File: src/rtl/spi_sensor_emu.sv
// ---------------------------------------------------------------------------
// spi_sensor_emu
//
// FPGA-side SPI responder that behaves like the board accelerometer's
// register interface (4-wire, SPI mode 3, 8-bit command byte followed by
// data bytes). Used for loopback bring-up and for exercising the sensor
// driver without the physical part fitted.
//
// Command byte: bit7 = read (1) / write (0), bit6 = auto-increment,
// bits5:0 = register address.
//
// Ports:
//   clk          system clock, at least 8x the SCK frequency
//   reset        asynchronous, active-low reset
//   spi_sck      SPI clock from the master, idles high
//   spi_csn      SPI chip select, active-low
//   spi_mosi     master-to-slave data
//   spi_miso     slave-to-master data
//   spi_miso_oe  tristate enable for spi_miso, high only while selected
//   host_we      host write strobe
//   host_addr    host register address
//   host_wdata   host write data
//   host_rdata   registered read of mem[host_addr]
//   wr_strobe    one-clk pulse when an SPI write commits
//   wr_addr      address of the last SPI-committed write
//   frame_done   one-clk pulse when a frame that got past the command ends
// ---------------------------------------------------------------------------
module spi_sensor_emu #(
    parameter logic [5:0] WHOAMI_ADDR = 6'h0F,
    parameter logic [7:0] WHOAMI_VAL  = 8'h33
) (
    input  logic       clk,
    input  logic       reset,
    input  logic       spi_sck,
    input  logic       spi_csn,
    input  logic       spi_mosi,
    output logic       spi_miso,
    output logic       spi_miso_oe,
    input  logic       host_we,
    input  logic [5:0] host_addr,
    input  logic [7:0] host_wdata,
    output logic [7:0] host_rdata,
    output logic       wr_strobe,
    output logic [5:0] wr_addr,
    output logic       frame_done
);

    localparam logic [1:0] ST_IDLE = 2'd0;
    localparam logic [1:0] ST_CMD  = 2'd1;
    localparam logic [1:0] ST_DATA = 2'd2;

    // Synchronizer chains; index 0 is the flop nearest the pin.
    logic [2:0] sck_sync_q;
    logic [2:0] csn_sync_q;
    logic [1:0] mosi_sync_q;

    logic       sck_rise;
    logic       sck_fall;
    logic       csn_s;
    logic       csn_fall;
    logic       mosi_s;

    logic [1:0] state_q, state_d;
    logic [2:0] bit_q, bit_d;
    logic [6:0] rx_q, rx_d;
    logic [6:0] tx_q, tx_d;
    logic       miso_q, miso_d;
    logic       rw_q, rw_d;
    logic       ms_q, ms_d;
    logic [5:0] addr_q, addr_d;
    logic       wr_strobe_q, wr_strobe_d;
    logic [5:0] wr_addr_q, wr_addr_d;
    logic       frame_done_q, frame_done_d;
    logic [7:0] host_rdata_q;

    logic [7:0] mem_q [64];

    logic [7:0] rx_byte;
    logic [7:0] rd_byte;
    logic       spi_we;

    // The SCK chain resets high (its idle level) so that releasing reset
    // with SCK idle produces no phantom edge. The CSN chain resets low: if
    // reset is released while CSN is already low, no falling edge is seen
    // and the interrupted frame is ignored until CSN goes high and low again.
    always_ff @(posedge clk or negedge reset) begin
        if (!reset) begin
            sck_sync_q  <= 3'b111;
            csn_sync_q  <= 3'b000;
            mosi_sync_q <= 2'b00;
        end else begin
            sck_sync_q  <= {sck_sync_q[1:0], spi_sck};
            csn_sync_q  <= {csn_sync_q[1:0], spi_csn};
            mosi_sync_q <= {mosi_sync_q[0], spi_mosi};
        end
    end

    assign sck_rise = sck_sync_q[1] & ~sck_sync_q[2];
    assign sck_fall = ~sck_sync_q[1] & sck_sync_q[2];
    assign csn_s    = csn_sync_q[1];
    assign csn_fall = ~csn_sync_q[1] & csn_sync_q[2];
    assign mosi_s   = mosi_sync_q[1];

    // Byte being assembled including the bit arriving on this rising edge.
    assign rx_byte = {rx_q, mosi_s};
    assign rd_byte = mem_q[addr_q];

    // Frame FSM. A high CSN overrides every SCK event so a partial byte is
    // simply dropped. Reads present data on falling edges so the master
    // sees it stable on the following rising edge.
    always_comb begin
        state_d      = state_q;
        bit_d        = bit_q;
        rx_d         = rx_q;
        tx_d         = tx_q;
        miso_d       = miso_q;
        rw_d         = rw_q;
        ms_d         = ms_q;
        addr_d       = addr_q;
        wr_strobe_d  = 1'b0;
        wr_addr_d    = wr_addr_q;
        frame_done_d = 1'b0;
        spi_we       = 1'b0;

        case (state_q)
            ST_IDLE: begin
                miso_d = 1'b0;
                if (csn_fall) begin
                    state_d = ST_CMD;
                    bit_d   = 3'd0;
                end
            end

            ST_CMD: begin
                miso_d = 1'b0;
                if (csn_s) begin
                    state_d = ST_IDLE;
                end else if (sck_rise) begin
                    rx_d  = rx_byte[6:0];
                    bit_d = bit_q + 3'd1;
                    if (bit_q == 3'd7) begin
                        rw_d    = rx_byte[7];
                        ms_d    = rx_byte[6];
                        addr_d  = rx_byte[5:0];
                        state_d = ST_DATA;
                        bit_d   = 3'd0;
                    end
                end
            end

            ST_DATA: begin
                if (csn_s) begin
                    state_d      = ST_IDLE;
                    miso_d       = 1'b0;
                    frame_done_d = 1'b1;
                end else begin
                    if (sck_fall && rw_q) begin
                        if (bit_q == 3'd0) begin
                            tx_d   = rd_byte[6:0];
                            miso_d = rd_byte[7];
                        end else begin
                            tx_d   = {tx_q[5:0], 1'b0};
                            miso_d = tx_q[6];
                        end
                    end
                    if (sck_rise) begin
                        rx_d  = rx_byte[6:0];
                        bit_d = bit_q + 3'd1;
                        if (bit_q == 3'd7) begin
                            bit_d = 3'd0;
                            if (!rw_q) begin
                                spi_we      = 1'b1;
                                wr_strobe_d = 1'b1;
                                wr_addr_d   = addr_q;
                            end
                            if (ms_q) begin
                                addr_d = addr_q + 6'd1;
                            end
                        end
                    end
                end
            end

            default: begin
                state_d = ST_IDLE;
                miso_d  = 1'b0;
            end
        endcase
    end

    always_ff @(posedge clk or negedge reset) begin
        if (!reset) begin
            state_q      <= ST_IDLE;
            bit_q        <= 3'd0;
            rx_q         <= 7'd0;
            tx_q         <= 7'd0;
            miso_q       <= 1'b0;
            rw_q         <= 1'b0;
            ms_q         <= 1'b0;
            addr_q       <= 6'd0;
            wr_strobe_q  <= 1'b0;
            wr_addr_q    <= 6'd0;
            frame_done_q <= 1'b0;
        end else begin
            state_q      <= state_d;
            bit_q        <= bit_d;
            rx_q         <= rx_d;
            tx_q         <= tx_d;
            miso_q       <= miso_d;
            rw_q         <= rw_d;
            ms_q         <= ms_d;
            addr_q       <= addr_d;
            wr_strobe_q  <= wr_strobe_d;
            wr_addr_q    <= wr_addr_d;
            frame_done_q <= frame_done_d;
        end
    end

    // Register file. The identification register is constant; an SPI commit
    // takes priority over a host write to the same address, while host
    // writes to other addresses land in the same clk.
    always_ff @(posedge clk or negedge reset) begin
        if (!reset) begin
            for (int i = 0; i < 64; i++) begin
                mem_q[i] <= (6'(i) == WHOAMI_ADDR) ? WHOAMI_VAL : 8'h00;
            end
        end else begin
            for (int i = 0; i < 64; i++) begin
                if (6'(i) != WHOAMI_ADDR) begin
                    if (spi_we && (addr_q == 6'(i))) begin
                        mem_q[i] <= rx_byte;
                    end else if (host_we && (host_addr == 6'(i))) begin
                        mem_q[i] <= host_wdata;
                    end
                end
            end
        end
    end

    always_ff @(posedge clk or negedge reset) begin
        if (!reset) begin
            host_rdata_q <= 8'h00;
        end else begin
            host_rdata_q <= mem_q[host_addr];
        end
    end

    // The enable tracks the selected frame only; a frame interrupted by
    // reset keeps the pin released even though CSN is still low.
    assign spi_miso_oe = (state_q != ST_IDLE) & ~csn_s;
    assign spi_miso    = miso_q;
    assign host_rdata  = host_rdata_q;
    assign wr_strobe   = wr_strobe_q;
    assign wr_addr     = wr_addr_q;
    assign frame_done  = frame_done_q;

endmodule
File: config.mk
export PLATFORM = sky130hd
export DESIGN_NAME = spi_sensor_emu
export DESIGN_NICKNAME = d
export VERILOG_FILES = /design/src/rtl/spi_sensor_emu.sv
export SDC_FILE = /design/constraint.sdc
export NUM_CORES = 2
export LEC_CHECK = 0
export CORE_ASPECT_RATIO = 1.1
export CORE_MARGIN = 1
export CORE_UTILIZATION = 35
export CTS_CLUSTER_DIAMETER = 120
export CTS_CLUSTER_SIZE = 20
export DETAILED_ROUTE_END_ITERATION = 7
export GPL_ROUTABILITY_DRIVEN = 0
export PLACE_DENSITY = 0.58
export SKIP_LAST_GASP = 1
export SYNTH_ARGS = -nofsm -noshare
export SYNTH_HDL_FRONTEND = slang
export SYNTH_SLANG_ARGS = --single-unit
File: constraint.sdc
create_clock -name clk -period 2.61 [get_ports clk]
set_input_delay 0.522 -clock clk [delete_from_list [all_inputs] [get_ports clk]]
set_output_delay 0.522 -clock clk [all_outputs]
set_load 0.005 [all_outputs]
* Word level (Yosys, flattened, before mapping)
Cells that the tools add are included.
W data, S select, Z words.
** Word-level totals
- Output and inout port bits :: 18
- Bits of input ports :: 20
- Logic and storage cells :: 601
- Register bits :: 556
** Operators by class
- $lt $le $gt $ge :: 2
- Eq/ne operators :: 141
- Reductions and logical operators :: 205
- Muxes and demuxes :: 163
- Bitwise gates (word level) :: 10
- Add/sub/neg operators :: 2
** Operators with widths (count)
- $mux W8 :: 130
- $eq A6 B6 Y1 const B :: 64
- $eq A6 B5 Y1 const B :: 32
- $reduce_bool A2 Y1 :: 66
- $logic_and A1 B1 Y1 :: 127
- $bmux W8 S6 :: 2
- $eq A6 B4 Y1 const B :: 14
- $eq A6 B3 Y1 const B :: 8
- $mux W6 :: 7
- $eq A6 B2 Y1 const B :: 4
- $ne A2 B2 Y1 const B :: 10
- $ge A7 B7 Y1 const B :: 2
- $not A6 Y7 :: 2
- $eq A6 B1 Y1 const B :: 2
- $logic_not A6 Y1 :: 2
- $mux W3 :: 4
- $pmux W6 S2 :: 1
- $reduce_and A4 Y1 :: 3
- $mux W1 :: 11
- $mux W2 :: 5
- $ne A3 B3 Y1 const B :: 3
- $reduce_and A8 Y1 :: 1
- $mux W7 :: 1
- $add A6 B1 Y6 const B :: 1
- other kinds (14) :: 21

* Depth between registers and ports, before layout
- Depth in word-level cells :: 8
- Mapped depth :: 13
- Mapped depth without buffers :: 8

* Worst setup path before layout
No wires, ideal clock.
- Kind :: register to register
- From :: register addr_q[1]
- To :: register mem_q[438] (netlist name)
- Clock period less this slack :: 2.458 ns
- Setup time :: 0.136 ns
- Stages on the path, launching flop included :: 13
- Data arrival time :: 2.322 ns
- Buffers on the path :: 7
- Required time :: 2.474 ns
- Path slack :: 0.152 ns
- Cell sequence :: dfrtp_1 -> buf_4 -> buf_4 -> buf_4 -> buf_4 -> buf_2 -> inv_1 -> ha_1 -> and3_1 -> and2_1 -> clkbuf_1 -> clkbuf_1 -> o21ai_0
** Between the ends
- Word-level cells in the longest chain between the ends :: 3
- Elaborated cells between the ends (all ways) :: 4
- Classes of those cells :: eq/ne (1); mux (1); reduce/logical (2)
** Ends and longest elaborated chain
- from (decl) :: line 70 : logic [5:0] addr_q, addr_d;
- from (signal assigned) :: line 212 : addr_q <= addr_d;
- $eq A6 B4 Y1 (*) :: line 230 : if (spi_we && (addr_q == 6'(i))) begin
- $logic_and A1 B1 Y1 (*) :: line 230
- $mux W8 or $reduce_bool A2 Y1 (tied branches)
- to (signal, indexed assignment) :: line 225 : mem_q[i] <= (6'(i) == WHOAMI_ADDR) ? WHOAMI_VAL : 8'h00;
- to (signal, indexed assignment) :: line 231 : mem_q[i] <= rx_byte;
- to (signal, indexed assignment) :: line 233 : mem_q[i] <= host_wdata;
- to (decl) :: line 76 : logic [7:0] mem_q [64];
Mark *: on every way between the ends. The rest lies on a longest branch, timed or not.
A chain may end at the register's enable or synchronous reset.

* Worst setup path in the final report
- From :: register addr_q[0]
- To :: register tx_q[5]
** Between the ends
- Word-level cells in the longest chain between the ends :: 5
** Ends and longest elaborated chain
- $not A6 Y7 (implied by the code) :: line 106 : assign rd_byte = mem_q[addr_q];
- $bmux W8 S6 :: line 106
- $mux W8 (implied by the code) (2 in series) :: line 106
- $mux W7 :: line 158 : if (bit_q == 3'd0) begin
- to (signal assigned) :: line 208 : tx_q <= tx_d;
- to (decl) :: line 66 : logic [6:0] tx_q, tx_d;
Every way passes these cells. The select of a mux whose other input is x is not followed.

==> results by group <==
Pwr
  • Flop pwr share: 49.9%
  • Pleak: 15.51 nW
  • P_int: around 15 mW
  • Max rail drop VDD: between 0.0004 and 0.0005 V
  • Switching power total: 7.609 mW
  • Combinational Power Share: between 20% and 30%
  • P per Cell Area: ~560 nW/um^2
  • Switching share of total power: 34.30%
  • Clock network power share: 26.3%
  • Total Power: approximately 22 mW

Floorplanning
  • Initial Utilization: between 30% and 40%
  • Area of the core: 97,440 sq um
  • FP Rows: 120
  • Die area: 99,830 sq um
  • Num ports: 38
  • Die X: 301.3 microns
  • Die Ht: 331.3 microns

Yosys
  • Synth Instances: about 3,200
  • Netlist Area Pre-Place: 34,500 sq um
  • Ys flop type: dfrtp_1
  • Count of cell types in the netlist: 65
  • Mapped Nets: between 3,000 and 4,000
  • Ys async rst share: 100.0%
  • FF+latch count, synth: 556
  • Yosys warning total: 8
  • Post-synth EDFFs: 0
  • Post-synthesis sequential area ratio: 40.34%
  • Avg Cell Area, Syn: 10.68 sq um

Layout
  • Util after Layout: 40.66%
  • Share of cells above drive strength 1: 21.56%
  • Fill cells: between 9,000 and 10,000
  • P&R area growth vs syn: 14.85%
  • # diodes: 0
  • Design area: 39,620 sq um
  • Final net count: 3,336

Status
  • Status: complete, but fails checks
  • Violated checks: design-rule violations, negative setup slack

Critical path
  • Critical path's slowest cell: a221oi_1
  • Slowest stage delay, CP: 0.54 ns
  • Setup CP Type: flop to flop
  • Critical path fanouts, max: 15
  • Crit-path cells: buf_12 -> mux4_2 -> mux2_2 -> a221oi_1 -> buf_4 -> nor3_1 -> o21a_1
  • CP Capture Type: flop
  • Cell family with most CP delay: multiplexers
  • WP data arrival: around 3.2 ns
  • Worst EP required: between 3 and 4 ns
  • Startpoint Class: flop
  • CP Buf/Inv Count: 2

CTS
  • Clk_lat worst skew: 0.62 ns
  • CTS sink count: 556
  • H-Tree Depth: 2
  • Reg clk slew, reported paths: 0.10 ns
  • CTS Buf Count: 34
  • Clock Tree Buf Depth: 3
  • CTS tree: built
  • Root Driver: clkbuf_16

Routing
  • Initial detailed-routing violation count: 3,351
  • Via/cell ratio: 5.929
  • Via count: 27,260
  • WL final: ~130,000 microns
  • Routed length per instance: ~27 microns
  • Drt drc: 4
  • Number of nets still failing antenna checks after routing: 0
  • Pre-antenna DRT Iters: 8

Placed design
  • Area post-placement: 38,520 sq um
  • Post-DP HPWL: 89,350 microns
  • # port buffers: 37

Global routing
  • Vias in the first global route: around 26,000
  • Largest net degree at the start of global routing: 97
  • Initial antenna violation count: 1
  • GRT Util Overall: 25.16%
  • GRT Residual Overflow: 0
  • First-pass GRT wire length: between 150,000 and 200,000 microns

Timing
  • Fin crit period: 2.648 ns
  • RSZ-0062 raised after global routing: yes
  • Clock skew: 0.04225 ns
  • Post-route setup slack: -0.03808 ns
  • Final slew viol count: 0
  • Setup-failing EPs final: 1
  • Setup TNS Final: -0.03808 ns
  • Fmax: 0.3776 GHz
  • Max-slew headroom: 38.32%
  • Fin crit share: 101.5%
  • Worst-Margin Slew: 0.9252 ns
  • Hold violation count in the final report: 0

Min path
  • Worst Hold Class: input pin to flop

Job
  • Max cap viols: 0
[path summary, 6_finish.rpt]
kind / startpoint / endpoint / slack [ns] / cells after the start
max: addr_q[0] / tx_q[5] / -0.04 / 7
min: spi_sck / sck_sync_q[0] / 0.32 / 1
max in group asynchronous: reset / sck_sync_q[2] / 1.28 / 4
min in group asynchronous: reset / mem_q[300] / 0.36 / 2
min reg2reg: mosi_sync_q[0] / mosi_sync_q[1] / 0.35 / 0
max reg2reg: addr_q[0] / tx_q[5] / -0.04 / 7
[power by group through the flow]
stage               clock [mW]  combinational (mW)  sequential, mW
floorplan                    0                3.35            10.4
global placement             0                5.12            11.1
detailed placement           0                5.21            11.2
CTS                       5.93                5.22            11.0
global route              6.20                5.60            11.2
finish                    5.84                5.27            11.1
[cell type report]
class                      instances  area, sq um  share of cell area, %
clock buffer                      43        948.4                  2.394
sequential                       556        13940                  35.18
inverter                          10        41.29                 0.1042
timing repair buffer             362         3945                  9.957
clock inverter                     4        33.78                0.08526
tap                             1281         1603                  4.045
multi-input combinational       2342        19110                  48.23
[cell families after synthesis]
family                   after synthesis  synth area share [%]
buffers and inverters                331                 4.399
adder cells (fa/ha/maj)               10                0.3627
AO/OA/AOI/OAI                        644                 9.988
flip-flops                           556                 40.34
multiplexers                         861                 34.26
AND/OR/NAND/NOR                      827                 10.65
[cell usage in the layout (no fill, tap or decap), drive strengths merged, types with 11 or more instances in the layout]
cell           instances
nand4                 15
mux2i                588
mux2                  23
nand2                477
nand3                 21
clkbuf                44
buf                  336
and2                  30
nor3                  23
and3                  11
nor2                 195
nor2b                 19
a21oi                154
a22oi                 41
mux4                 250
dfrtp                553
nand2b                13
clkdlybuf4s50         24
o21ai                407
[synthesized netlist by cell type, types with 15 or more instances]
library cell	instances	share of area, %
a21oi_1	154	2.2
a22oi_1	41	0.89
and2_1	28	0.51
buf_1	21	0.23
buf_2	85	1.2
buf_4	28	0.61
clkbuf_1	178	1.9
dfrtp_1	553	40
mux2_2	23	0.75
mux2i_1	588	17
mux4_2	238	16
nand2_1	461	5.0
nand2_2	16	0.29
nand3_1	21	0.30
nand4_1	15	0.27
nor2_1	176	1.9
nor2b_1	19	0.34
nor3_1	17	0.25
o21ai_0	387	5.6
o21ai_1	20	0.29
[layer usage]
layer	track usage, %	up-vias	part of all wire, %
li1	-	11854	-
met1	35.50	13701	42
met2	39.13	1453	46
met3	3.550	250	8.3
met4	9.234	2	3.9
met5	0	-	0.010
[metrics by stage]
| step | setup WS (ns) | instances | hold slack, ns |
|---|---|---|---|
| 6_report | -0.03808 | 4598 | 0.3234 |
| 3_3_place_gp | -0.09260 | 4546 | 0.3323 |
| 4_1_cts | 0.02715 | 4594 | 0.2988 |
| 3_5_place_dp | -0.1365 | 4546 | 0.3346 |
| 2_1_floorplan | 0.1517 | 3229 | 0.2264 |
| 5_1_grt | -0.04235 | 4598 | 0.3094 |
[what timing repair did]
action,4_1_cts,5_1_grt
setup endpoints to repair,19,55
hold endpoints to repair,13,0
resized for setup,2,13
hold buffers,1,0
buffers inserted,0,2
pin swaps,0,1
gates cloned,0,2
[registers in the layout (all words and copies together) (netlist names)]
| signal | count |
|---|---|
| addr_q | 6 |
| bit_q | 3 |
| csn_sync_q | 3 |
| frame_done | 1 |
| host_rdata | 8 |
| mem_q | 504 |
| mosi_sync_q | 2 |
| ms_q | 1 |
| rw_q | 1 |
| rx_q | 7 |
| sck_sync_q | 3 |
| spi_miso | 1 |
| state_q | 2 |
| tx_q | 7 |
| wr_addr | 6 |
| wr_strobe | 1 |
[worst reg2reg max path, cell delays in order (launching register included)]
cell      delay [ns]
dfrtp_4         0.53
buf_12          0.21
mux4_2          0.54
mux2_2          0.31
a221oi_1        0.54
buf_4           0.21
nor3_1          0.06
o21a_1          0.17
No activity file was read; power rests on OpenSTA's default activity.
